==> src/rtl/mips_ctrl_pkg.sv <==
// Shared encodings for the multicycle MIPS controller: FSM states, opcodes,
// ALU operation codes and datapath mux selects.
package mips_ctrl_pkg;

    typedef enum logic [3:0] {
        S_FETCH   = 4'd0,
        S_DECODE  = 4'd1,
        S_MEMADR  = 4'd2,
        S_MEMRD   = 4'd3,
        S_MEMWB   = 4'd4,
        S_MEMWR   = 4'd5,
        S_EXECUTE = 4'd6,
        S_ALUWB   = 4'd7,
        S_BRANCH  = 4'd8,
        S_ADDIEX  = 4'd9,
        S_ADDIWB  = 4'd10,
        S_JUMP    = 4'd11
    } state_e;

    localparam logic [5:0] OP_RTYPE = 6'b000000;
    localparam logic [5:0] OP_LW    = 6'b100011;
    localparam logic [5:0] OP_SW    = 6'b101011;
    localparam logic [5:0] OP_BEQ   = 6'b000100;
    localparam logic [5:0] OP_ADDI  = 6'b001000;
    localparam logic [5:0] OP_J     = 6'b000010;

    localparam logic [1:0] ALUOP_ADD   = 2'b00;
    localparam logic [1:0] ALUOP_SUB   = 2'b01;
    localparam logic [1:0] ALUOP_FUNCT = 2'b10;

    localparam logic [1:0] ALUSRCB_B     = 2'b00;
    localparam logic [1:0] ALUSRCB_FOUR  = 2'b01;
    localparam logic [1:0] ALUSRCB_IMM   = 2'b10;
    localparam logic [1:0] ALUSRCB_BRIMM = 2'b11;

    localparam logic [1:0] PCSRC_ALU    = 2'b00;
    localparam logic [1:0] PCSRC_ALUOUT = 2'b01;
    localparam logic [1:0] PCSRC_JUMP   = 2'b10;

    function automatic logic isSupportedOp(input logic [5:0] op);
        return (op == OP_RTYPE) || (op == OP_LW) || (op == OP_SW) ||
               (op == OP_BEQ) || (op == OP_ADDI) || (op == OP_J);
    endfunction

endpackage

==> src/rtl/multicycle_ctrl_if.sv <==
// Controller <-> datapath bundle: opcode/flags/memory-ready in, enables and selects out.
interface multicycle_ctrl_if;

    logic [5:0] op;
    logic       zero;
    logic       mem_ready;
    logic       iord;
    logic       memwrite;
    logic       irwrite;
    logic       regdst;
    logic       memtoreg;
    logic       regwrite;
    logic       alusrca;
    logic [1:0] alusrcb;
    logic [1:0] aluop;
    logic [1:0] pcsrc;
    logic       pcen;
    logic       illegal_op;
    logic [3:0] state_o;

    modport master (
        input  op, zero, mem_ready,
        output iord, memwrite, irwrite, regdst, memtoreg, regwrite,
               alusrca, alusrcb, aluop, pcsrc, pcen, illegal_op, state_o
    );

    modport slave (
        output op, zero, mem_ready,
        input  iord, memwrite, irwrite, regdst, memtoreg, regwrite,
               alusrca, alusrcb, aluop, pcsrc, pcen, illegal_op, state_o
    );

endinterface

==> src/rtl/multicycle_ctrl.sv <==
// Multicycle MIPS control FSM: sequences fetch/decode/execute/memory/writeback
// for R-type, LW, SW, BEQ, ADDI and J, stalling on the memory-ready handshake.
module multicycle_ctrl
    import mips_ctrl_pkg::*;
#(
    parameter bit MEM_HANDSHAKE = 1'b1
) (
    input  logic              clk,
    input  logic              reset,
    multicycle_ctrl_if.master bus
);

    state_e     r_state;
    state_e     w_next;
    logic       w_memReady;
    logic       w_pcWrite;
    logic       w_branch;
    logic       w_iord;
    logic       w_memwrite;
    logic       w_irwrite;
    logic       w_regdst;
    logic       w_memtoreg;
    logic       w_regwrite;
    logic       w_alusrca;
    logic [1:0] w_alusrcb;
    logic [1:0] w_aluop;
    logic [1:0] w_pcsrc;
    logic       w_illegal;

    assign w_memReady = MEM_HANDSHAKE ? bus.mem_ready : 1'b1;

    always_ff @(posedge clk or posedge reset) begin
        if (reset) begin
            r_state <= S_FETCH;
        end else begin
            r_state <= w_next;
        end
    end

    always_comb begin
        w_next = S_FETCH;
        case (r_state)
            S_FETCH:   w_next = w_memReady ? S_DECODE : S_FETCH;
            S_DECODE: begin
                case (bus.op)
                    OP_RTYPE:     w_next = S_EXECUTE;
                    OP_LW, OP_SW: w_next = S_MEMADR;
                    OP_BEQ:       w_next = S_BRANCH;
                    OP_ADDI:      w_next = S_ADDIEX;
                    OP_J:         w_next = S_JUMP;
                    default:      w_next = S_FETCH;
                endcase
            end
            S_MEMADR: begin
                if (bus.op == OP_LW) begin
                    w_next = S_MEMRD;
                end else if (bus.op == OP_SW) begin
                    w_next = S_MEMWR;
                end else begin
                    w_next = S_FETCH;
                end
            end
            S_MEMRD:   w_next = w_memReady ? S_MEMWB : S_MEMRD;
            S_MEMWB:   w_next = S_FETCH;
            S_MEMWR:   w_next = w_memReady ? S_FETCH : S_MEMWR;
            S_EXECUTE: w_next = S_ALUWB;
            S_ALUWB:   w_next = S_FETCH;
            S_BRANCH:  w_next = S_FETCH;
            S_ADDIEX:  w_next = S_ADDIWB;
            S_ADDIWB:  w_next = S_FETCH;
            S_JUMP:    w_next = S_FETCH;
            default:   w_next = S_FETCH;
        endcase
    end

    // Outputs are forced low for as long as reset is held, even though the
    // state register already reads FETCH, so no access starts under reset.
    always_comb begin
        w_iord     = 1'b0;
        w_memwrite = 1'b0;
        w_irwrite  = 1'b0;
        w_regdst   = 1'b0;
        w_memtoreg = 1'b0;
        w_regwrite = 1'b0;
        w_alusrca  = 1'b0;
        w_alusrcb  = ALUSRCB_B;
        w_aluop    = ALUOP_ADD;
        w_pcsrc    = PCSRC_ALU;
        w_pcWrite  = 1'b0;
        w_branch   = 1'b0;
        w_illegal  = 1'b0;
        if (!reset) begin
            case (r_state)
                S_FETCH: begin
                    w_alusrcb = ALUSRCB_FOUR;
                    w_irwrite = w_memReady;
                    w_pcWrite = w_memReady;
                end
                S_DECODE: begin
                    w_alusrcb = ALUSRCB_BRIMM;
                    w_illegal = !isSupportedOp(bus.op);
                end
                S_MEMADR, S_ADDIEX: begin
                    w_alusrca = 1'b1;
                    w_alusrcb = ALUSRCB_IMM;
                end
                S_MEMRD: w_iord = 1'b1;
                S_MEMWB: begin
                    w_memtoreg = 1'b1;
                    w_regwrite = 1'b1;
                end
                S_MEMWR: begin
                    w_iord     = 1'b1;
                    w_memwrite = 1'b1;
                end
                S_EXECUTE: begin
                    w_alusrca = 1'b1;
                    w_aluop   = ALUOP_FUNCT;
                end
                S_ALUWB: begin
                    w_regdst   = 1'b1;
                    w_regwrite = 1'b1;
                end
                S_BRANCH: begin
                    w_alusrca = 1'b1;
                    w_aluop   = ALUOP_SUB;
                    w_pcsrc   = PCSRC_ALUOUT;
                    w_branch  = 1'b1;
                end
                S_ADDIWB: w_regwrite = 1'b1;
                S_JUMP: begin
                    w_pcsrc   = PCSRC_JUMP;
                    w_pcWrite = 1'b1;
                end
                default: ;
            endcase
        end
    end

    assign bus.iord       = w_iord;
    assign bus.memwrite   = w_memwrite;
    assign bus.irwrite    = w_irwrite;
    assign bus.regdst     = w_regdst;
    assign bus.memtoreg   = w_memtoreg;
    assign bus.regwrite   = w_regwrite;
    assign bus.alusrca    = w_alusrca;
    assign bus.alusrcb    = w_alusrcb;
    assign bus.aluop      = w_aluop;
    assign bus.pcsrc      = w_pcsrc;
    assign bus.pcen       = w_pcWrite | (w_branch & bus.zero);
    assign bus.illegal_op = w_illegal;
    assign bus.state_o    = r_state;

endmodule
==> src/flat_wrapper.sv <==
// flat-port wrapper written by rule: the top's interface ports become plain ports
module multicycle_ctrl_flat import mips_ctrl_pkg::*;
#(
    parameter bit MEM_HANDSHAKE = 1'b1
)
  (clk, reset, bus_op, bus_zero, bus_mem_ready, bus_iord, bus_memwrite, bus_irwrite, bus_regdst, bus_memtoreg, bus_regwrite, bus_alusrca, bus_alusrcb, bus_aluop, bus_pcsrc, bus_pcen, bus_illegal_op, bus_state_o);
  multicycle_ctrl_if bus_i ();
  input  logic clk;
  input  logic reset;
  input wire logic [$bits(bus_i.op)-1:0] bus_op;
  input wire logic [$bits(bus_i.zero)-1:0] bus_zero;
  input wire logic [$bits(bus_i.mem_ready)-1:0] bus_mem_ready;
  output wire logic [$bits(bus_i.iord)-1:0] bus_iord;
  output wire logic [$bits(bus_i.memwrite)-1:0] bus_memwrite;
  output wire logic [$bits(bus_i.irwrite)-1:0] bus_irwrite;
  output wire logic [$bits(bus_i.regdst)-1:0] bus_regdst;
  output wire logic [$bits(bus_i.memtoreg)-1:0] bus_memtoreg;
  output wire logic [$bits(bus_i.regwrite)-1:0] bus_regwrite;
  output wire logic [$bits(bus_i.alusrca)-1:0] bus_alusrca;
  output wire logic [$bits(bus_i.alusrcb)-1:0] bus_alusrcb;
  output wire logic [$bits(bus_i.aluop)-1:0] bus_aluop;
  output wire logic [$bits(bus_i.pcsrc)-1:0] bus_pcsrc;
  output wire logic [$bits(bus_i.pcen)-1:0] bus_pcen;
  output wire logic [$bits(bus_i.illegal_op)-1:0] bus_illegal_op;
  output wire logic [$bits(bus_i.state_o)-1:0] bus_state_o;
  assign bus_i.op = bus_op;
  assign bus_i.zero = bus_zero;
  assign bus_i.mem_ready = bus_mem_ready;
  assign bus_iord = bus_i.iord;
  assign bus_memwrite = bus_i.memwrite;
  assign bus_irwrite = bus_i.irwrite;
  assign bus_regdst = bus_i.regdst;
  assign bus_memtoreg = bus_i.memtoreg;
  assign bus_regwrite = bus_i.regwrite;
  assign bus_alusrca = bus_i.alusrca;
  assign bus_alusrcb = bus_i.alusrcb;
  assign bus_aluop = bus_i.aluop;
  assign bus_pcsrc = bus_i.pcsrc;
  assign bus_pcen = bus_i.pcen;
  assign bus_illegal_op = bus_i.illegal_op;
  assign bus_state_o = bus_i.state_o;
  multicycle_ctrl #(.MEM_HANDSHAKE(MEM_HANDSHAKE)) u_core (.clk(clk), .reset(reset), .bus(bus_i));
endmodule
==> config.mk <==
export PLATFORM = sky130hd
export DESIGN_NAME = multicycle_ctrl_flat
export DESIGN_NICKNAME = d
export VERILOG_FILES = /design/src/rtl/mips_ctrl_pkg.sv /design/src/rtl/multicycle_ctrl_if.sv /design/src/rtl/multicycle_ctrl.sv /design/src/flat_wrapper.sv
export SDC_FILE = /design/constraint.sdc
export NUM_CORES = 1
export LEC_CHECK = 0
export CAP_MARGIN = 20
export CORE_AREA = 2 2 41 43
export DETAILED_ROUTE_END_ITERATION = 8
export DIE_AREA = 0 0 43 45
export HOLD_SLACK_MARGIN = 0.12
export PLACE_DENSITY_LB_ADDON = 0.05
export SLEW_MARGIN = 20
export SYNTH_ARGS = -nofsm -noshare
export SYNTH_HDL_FRONTEND = slang
export SYNTH_SLANG_ARGS = --single-unit
==> constraint.sdc <==
create_clock -name clk -period 2.8 [get_ports clk]
set_input_delay 0.7 -clock clk [delete_from_list [all_inputs] [get_ports clk]]
set_output_delay 0.7 -clock clk [all_outputs]
set_load 0.01 [all_outputs]
# Word level (Yosys, flattened, before mapping)
# Index checks and enable logic that the tools add are counted.
[word_totals]
regBits = 4
in_bits = 10
output_inout_bits = 19
wordCells = 65
[classes]
eq_ne = 16
mux = 33
n_bitwise = 2
reduce_logical = 13
[op_table]
columns = ["operator", "n"]
rows = [
  ["$pmux W4 S7", 1],
  ["$mux W1", 20],
  ["$pmux W4 S5", 1],
  ["$eq A4 B3 Y1 const B", 4],
  ["$eq A4 B4 Y1 const B", 4],
  ["$eq A6 B6 Y1 const B", 2],
  ["$mux W3", 3],
  ["$eq A4 B2 Y1 const B", 2],
  ["$pmux W2 S2", 2],
  ["$eq A6 B2 Y1 const B", 1],
  ["$eq A6 B3 Y1 const B", 1],
  ["$eq A6 B4 Y1 const B", 1],
  ["$logic_not A6 Y1", 1],
  ["$mux W2", 3],
  ["$pmux W2 S3", 1],
  ["$reduce_or A2 Y1", 3],
  ["$logic_or A1 B1 Y1", 5],
  ["$eq A4 B1 Y1 const B", 1],
  ["$logic_not A4 Y1", 1],
  ["$mux W4", 1],
  ["$reduce_or A4 Y1", 1],
  ["$reduce_or A3 Y1", 1],
  ["$pmux W1 S2", 1],
  ["$and A1 B1 Y1", 1],
  ["2 further kinds", 2],
]

# Longest topological paths before layout
# Gate-level depths: netlist of run 1.
[depth]
word_depth = 9
depth_mapped = 5
mapped_depth_nobuf = 4

# Worst setup path after synthesis of run 1
# OpenSTA, ideal clock, no wires.
[synth_timing]
path_type = "input port to output port"
start = "input port bus_op[0]"
end = "output port bus_illegal_op"
t_arrival_ns = 1.757
t_required_ns = 2.100
setup_slack_ns = 0.343
stages = 3
n_path_buf = 0
path_cell_list = "or4_4 or3_1 and4b_1"
[synth_between]
elab_chain_len = 9
elab_cells_between_ends = 14
classes_between = "5 x eq/ne; 2 x mux; 7 x reduce/logical"
[synth_rtl]
columns = ["element", "line_no", "text"]
rows = [
  ["start, declared", "flat_wrapper.sv:10", "input wire logic [$bits(bus_i.op)-1:0] bus_op;"],
  ["$eq A6 B6 Y1 or $logic_not A6 Y1 (tied branches)", "mips_ctrl_pkg.sv:41", "return (op == OP_RTYPE) || (op == OP_LW) || (op == OP_SW) ||"],
  ["$logic_or A1 B1 Y1 (3 in a row)", "mips_ctrl_pkg.sv:41", ""],
  ["$logic_or A1 B1 Y1", "mips_ctrl_pkg.sv:42", "(op == OP_BEQ) || (op == OP_ADDI) || (op == OP_J);"],
  ["$logic_or A1 B1 Y1 (*)", "mips_ctrl_pkg.sv:42", ""],
  ["$logic_not A1 Y1 (*)", "multicycle_ctrl.sv:101", "w_illegal = !isSupportedOp(bus.op);"],
  ["$mux W1 (*)", "multicycle_ctrl.sv:93", "case (r_state)"],
  ["$mux W1 (*)", "multicycle_ctrl.sv:92", "if (!reset) begin"],
  ["end, declared", "flat_wrapper.sv:24", "output wire logic [$bits(bus_i.illegal_op)-1:0] bus_illegal_op;"],
]
# Mark *: on every way between the ends. The rest lies on a longest branch, timed or not.

# Final worst setup path of run 1
[layout_timing]
start = "input port bus_op[2]"
end = "output port bus_illegal_op"
# Same word-level chain as after synthesis.

==> reports/metrics.yaml, run 1 <==
logic_synthesis:
  netlist_top_cells_count: "nor2_1 (12), nand2_1 (9), nor3_1 (6)"
  yosys.area.top_type: "dfrtp_1"
  postSynthAreaPerCell_um2: 6.62
  syn_area_um2: 483
  synth_nets: 83
  ys_ff_latch: 4
  synth-edff-count: 0
  synthTopCellsByArea: "dfrtp_1 (21%), nor2_1 (9.3%), nand2_1 (7.0%)"
  async_flop_share: 1.00
  synthCells: 73
  yosysSeqAreaShare: 0.207
  yosysWarnings: 0
  synth_top_area_frac: 0.207
  synth_cell_types: 30
  synth.most_common_cell: "nor2_1"
  synthFlopType: "dfrtp_1"
cells_and_area:
  area_growth_pct: 95.6
  stdcell_count: 135
  final_nets: 131
  design_area_um2: 945
  antenna_cells: 0
  drive_gt1_frac: 0.252
  largest_register_ffs: 4
pwr:
  power.density_nw_per_um2: 259
  irDropWorstVdd_mv: 0.269
  leakagePower_nw: 0.491
timing:
  final-hold-violation-count: 0
  fin_crit_ps: 2740
  fin_skew_ps: 0.116
  slew_viol_final: 0
  tns_ps: 0
  min_period_over_period: 0.977
  setup_viol: 0
  holdWs_ps: 719
  slew_headroom: 0.776
  rsz0062_at_grt: "false"
  worst_pin_slew_ps: 336
  fmax_mhz: 365
setup_path:
  r2r_start: "u_core.bus.state_o[1]"
  crit_path_start: "bus_op[2]"
  crit_end: "bus_illegal_op"
  rr_worst_depth: 4
  cp_max_fo: 2
  r2r-end: "u_core.bus.state_o[0]"
  arrival_ps: 2040
  cp-end-kind: "primary output"
  critical_path_required_ps: 2100
  crit_type: "in -> out"
  r2r_setup_slack_ps: 1190
  cp-start-kind: "primary input"
cts:
  numClockSinks: 4
  htreeDepth: 1
  clock_latency_ps: 220
  clk_pin_slew_ps: 30
  root_buffer: "clkbuf_4"
  cts_buffers: 3
  cts_tree: "done"
  cts_max_path_buffers: 2
  ctsHoldBuffers: 0
detailed_routing:
  drt_iter0_markers: 10
  vias: 711
  vias_per_cell: 5.27
  antenna_left: 0
  drt-total-wl_um: 1650
  post_drt_wl_per_cell_um: 12.2
  firstDrtPassIters: 4
  drc: 0
global_routing:
  grtUsageTotal: 0.175
  grt_overflow: 0
  grt_pass1_wl_um: 2670
  grt_pass1_vias: 628
  grt_max_degree: 11
  antenna_found_initial: 0
floorplanning:
  start_util: 0.328
  die_y_um: 45
  die_w_um: 43
  io-pin-count: 29
  num_rows: 14
  dieArea_um2: 1940
  core_um2: 1470
place:
  port_buffers: 28
  place_inst: 130
  place_area_um2: 898
  place_congestion: 0.814
  dp_hpwl_um: 1270
hold_path:
  hold_path_class: "reg -> reg"
status:
  status: "completed"
flow_run:
  drv_cap: 0
## metal layers
| layer | track usage | vias to the layer above | routed length (um) |
|---|---|---|---|
| met3 | 0 | 0 | 99 |
| li1 | - | 361 | - |
| met4 | 0.0485 | 0 | 0 |
| met1 | 0.227 | 325 | 712 |
| met2 | 0.327 | 25 | 836 |
| met5 | 0 | - | 0 |
## critical path: stages
cell	delay [ps]
clkdlybuf4s15_1	180
or4_4	510
or3_4	340
and4b_1	180
buf_2	130
## final cells by class
cell class | instances | area, um^2
timing repair buffer | 48 | 423
sequential | 4 | 100
tap | 16 | 20.0
fill | 149 | 527
inverter | 3 | 11.3
multi-input combinational | 61 | 368
clock buffer | 3 | 22.5
## kinds of logic after synthesis
family                 Yosys count  synth area share
AO/OA/AOI/OAI                   19             0.275
XOR/XNOR                         2            0.0363
flip-flops                       4             0.207
AND/OR/NAND/NOR                 40             0.417
buffers and inverters            8            0.0647
## metrics by stage
| stage | setup slack [ps] | util | power, W |
|---|---|---|---|
| global route | 4.42 | 0.642 | 0.000263 |
| floorplan | 343 | - | 0.000116 |
| detailed placement | -569 | 0.611 | 0.000183 |
| finish | 63.1 | 0.642 | 0.000245 |
| global placement | -542 | 0.611 | 0.000182 |
| CTS | -14.5 | 0.630 | 0.000249 |
## layout by cell type, fill, tap and decap left out, types with 3 or more instances in the layout
cell and instances:
clkbuf_4 3, dlygate4sd2_1 6, o22ai_1 3, o21ai_0 3, nand2b_1 3, clkdlybuf4s50_1 14
nor2_1 12, dlymetal6s2s_1 4, nor4_1 3, nand2_1 9, dfrtp_1 4, nor3_1 5
buf_4 20
## where the power goes
part	total (W)	switching (W)	leakage, nW	internal (W)
Sequential	0.0000711	0.00000957	0.0542	0.0000615
Combinational	0.000107	0.0000486	0.423	0.0000588
Clock	0.0000667	0.0000191	0.0138	0.0000476
Total	0.000245	0.0000773	0.491	0.000168
## worst min-delay path by stage
stage                          start               endpoint  slack [ps]  cells past startpoint
6_report       u_core.bus.state_o[3]  u_core.bus.state_o[3]         720                      2
5_1_grt        u_core.bus.state_o[3]  u_core.bus.state_o[3]         750                      2
4_1_cts        u_core.bus.state_o[3]  u_core.bus.state_o[3]         710                      2
3_5_place_dp   u_core.bus.state_o[3]  u_core.bus.state_o[3]         700                      2
3_3_place_gp   u_core.bus.state_o[3]  u_core.bus.state_o[3]         710                      2
2_1_floorplan                  reset  u_core.bus.state_o[0]         490                      1
## what timing repair did
action | 4_1_cts | 5_1_grt
setup endpoints to repair | 7 | 8
pin swaps | 3 | 2
setup buffers | 1 | 1
gates resized for setup | 18 | 7
Note: power is estimated with default switching activity, not from simulation.
==> run 2, diff against run 1 <==
--- a/config.mk
+++ b/config.mk
@@ -6,9 +6,9 @@
 export NUM_CORES = 1
 export LEC_CHECK = 0
 export CAP_MARGIN = 20
-export CORE_AREA = 2 2 41 43
+export CORE_AREA = 2 2 40 42
 export DETAILED_ROUTE_END_ITERATION = 8
-export DIE_AREA = 0 0 43 45
+export DIE_AREA = 0 0 42 44
 export HOLD_SLACK_MARGIN = 0.12
 export PLACE_DENSITY_LB_ADDON = 0.05
 export SLEW_MARGIN = 20
==> reports/metrics.yaml, run 2 (same netlist as run 1, synthesis figures left out) <==
timing:
  holdWs_ps: 739
  fmax_mhz: 362
  worst_pin_slew_ps: 334
  min_period_over_period: 0.987
  setup_viol: 0
  fin_skew_ps: 8.27
  fin_crit_ps: 2760
  rsz0062_at_grt: "false"
  slew_viol_final: 0
  final-hold-violation-count: 0
  slew_headroom: 0.778
setup_path:
  cp-end-kind: "primary output"
  cp_max_fo: 2
  critical_path_required_ps: 2100
  cp-start-kind: "primary input"
  r2r_setup_slack_ps: 1210
  r2r-end: "u_core.bus.state_o[0]"
  r2r_start: "u_core.bus.state_o[1]"
  crit_type: "in -> out"
  rr_worst_depth: 4
  arrival_ps: 2060
floorplanning:
  io-pin-count: 29
  dieArea_um2: 1850
  core_um2: 1420
  die_y_um: 44
  start_util: 0.340
  num_rows: 14
  die_w_um: 42
detailed_routing:
  vias_per_cell: 5.35
  drt-total-wl_um: 1730
  antenna_left: 0
  drt_iter0_markers: 13
  vias: 706
  firstDrtPassIters: 4
  drc: 0
  post_drt_wl_per_cell_um: 13.1
place:
  place_congestion: 0.816
  place_inst: 128
  dp_hpwl_um: 1260
  port_buffers: 28
cts:
  clock_latency_ps: 250
  numClockSinks: 4
  cts_tree: "done"
  ctsHoldBuffers: 0
  cts_max_path_buffers: 2
  root_buffer: "clkbuf_4"
  htreeDepth: 1
  cts_buffers: 3
  clk_pin_slew_ps: 40
status:
  status: "completed"
cells_and_area:
  final_common_cell: "buf_4"
  drive_gt1_frac: 0.241
  fillers: 145
  largest_register_ffs: 4
  antenna_cells: 0
  stdcell_count: 132
  area_growth_pct: 93.5
  utilization: 0.659
  final_nets: 128
  mostFrequentLayoutCells: "buf_4 (17), clkdlybuf4s50_1 (15), nor2_1 (12), nand2_1 (9)"
global_routing:
  antenna_found_initial: 0
  grt_pass1_wl_um: 2730
  grt_max_degree: 11
  grt_pass1_vias: 655
  grt_overflow: 0
  grtUsageTotal: 0.194
hold_path:
  hold_depth: 2
  hold_path_class: "reg -> reg"
  hp-start: "u_core.bus.state_o[3]"
  hold_end: "u_core.bus.state_o[3]"
flow_run:
  drv_cap: 0
pwr:
  irDropWorstVdd_mv: 0.249
  leakagePower_nw: 0.487
  power.density_nw_per_um2: 274
run 2: changes by cell type in the layout (fill, tap and decap cells not counted), sizes merged:
cell and change:
buf -2, clkbuf -1, dlygate4sd2 -2, clkdlybuf4s50 +1
dlymetal6s2s +1
run 2: worst max-delay path by stage:
stage,from,to,slack [ps],depth (start not counted)
detailed placement,bus_op[0],bus_illegal_op,-560,5
global route,reset,bus_pcsrc[1],0.2,4
CTS,bus_op[2],bus_illegal_op,0.6,5
finish,bus_op[2],bus_illegal_op,40,5
floorplan,bus_op[0],bus_illegal_op,340,3
global placement,bus_op[0],bus_illegal_op,-540,5
run 2: cell type report:
cell class | count | area, um^2 | area share
multi-input cells | 61 | 374 | 0.400
well taps | 16 | 20.0 | 0.0214
flip-flops and latches | 4 | 100 | 0.107
inverters | 3 | 11.3 | 0.0120
repair buffers | 45 | 407 | 0.435
clock buffers | 3 | 22.5 | 0.0241
run 2: power by group:
group	switching [W]	total (W)	leakage (nW)	internal [W]
clock network	0.0000304	0.0000788	0.0138	0.0000484
registers	0.00000809	0.0000695	0.0542	0.0000614
logic	0.0000507	0.000108	0.419	0.0000571
run 2: per-stage QoR:
step | setup WS [ps] | instance area [um^2] | total power, W | TNS, ps
after detailed placement | -560 | 883 | 0.000180 | -637
after global routing | 0.160 | 935 | 0.000267 | 0
after global placement | -539 | 883 | 0.000179 | -653
after floorplan | 343 | 483 | 0.000116 | 0
final | 37.2 | 935 | 0.000256 | 0
after CTS | 0.613 | 911 | 0.000256 | 0
run 2: repair_timing:
item,4_1_cts,5_1_grt
cloned,0,0
resized for setup,19,7
pin swaps,3,1
endpoints found under the hold margin,0,0
endpoints found under the setup margin,5,6
buffers inserted,1,0
run 2: worst max-delay path, stage by stage:
cell and delay (ps):
clkdlybuf4s15_2 180, or4_4 510, or3_4 340, and4b_1 180, buf_2 140
run 2: routing by layer:
layer | wire length, um | track usage | share of wire
met3 | 83 | 0.0250 | 0.048
met2 | 848 | 0.356 | 0.49
met1 | 769 | 0.219 | 0.44
met4 | 31 | 0.0968 | 0.018
met5 | 0 | 0 | 0
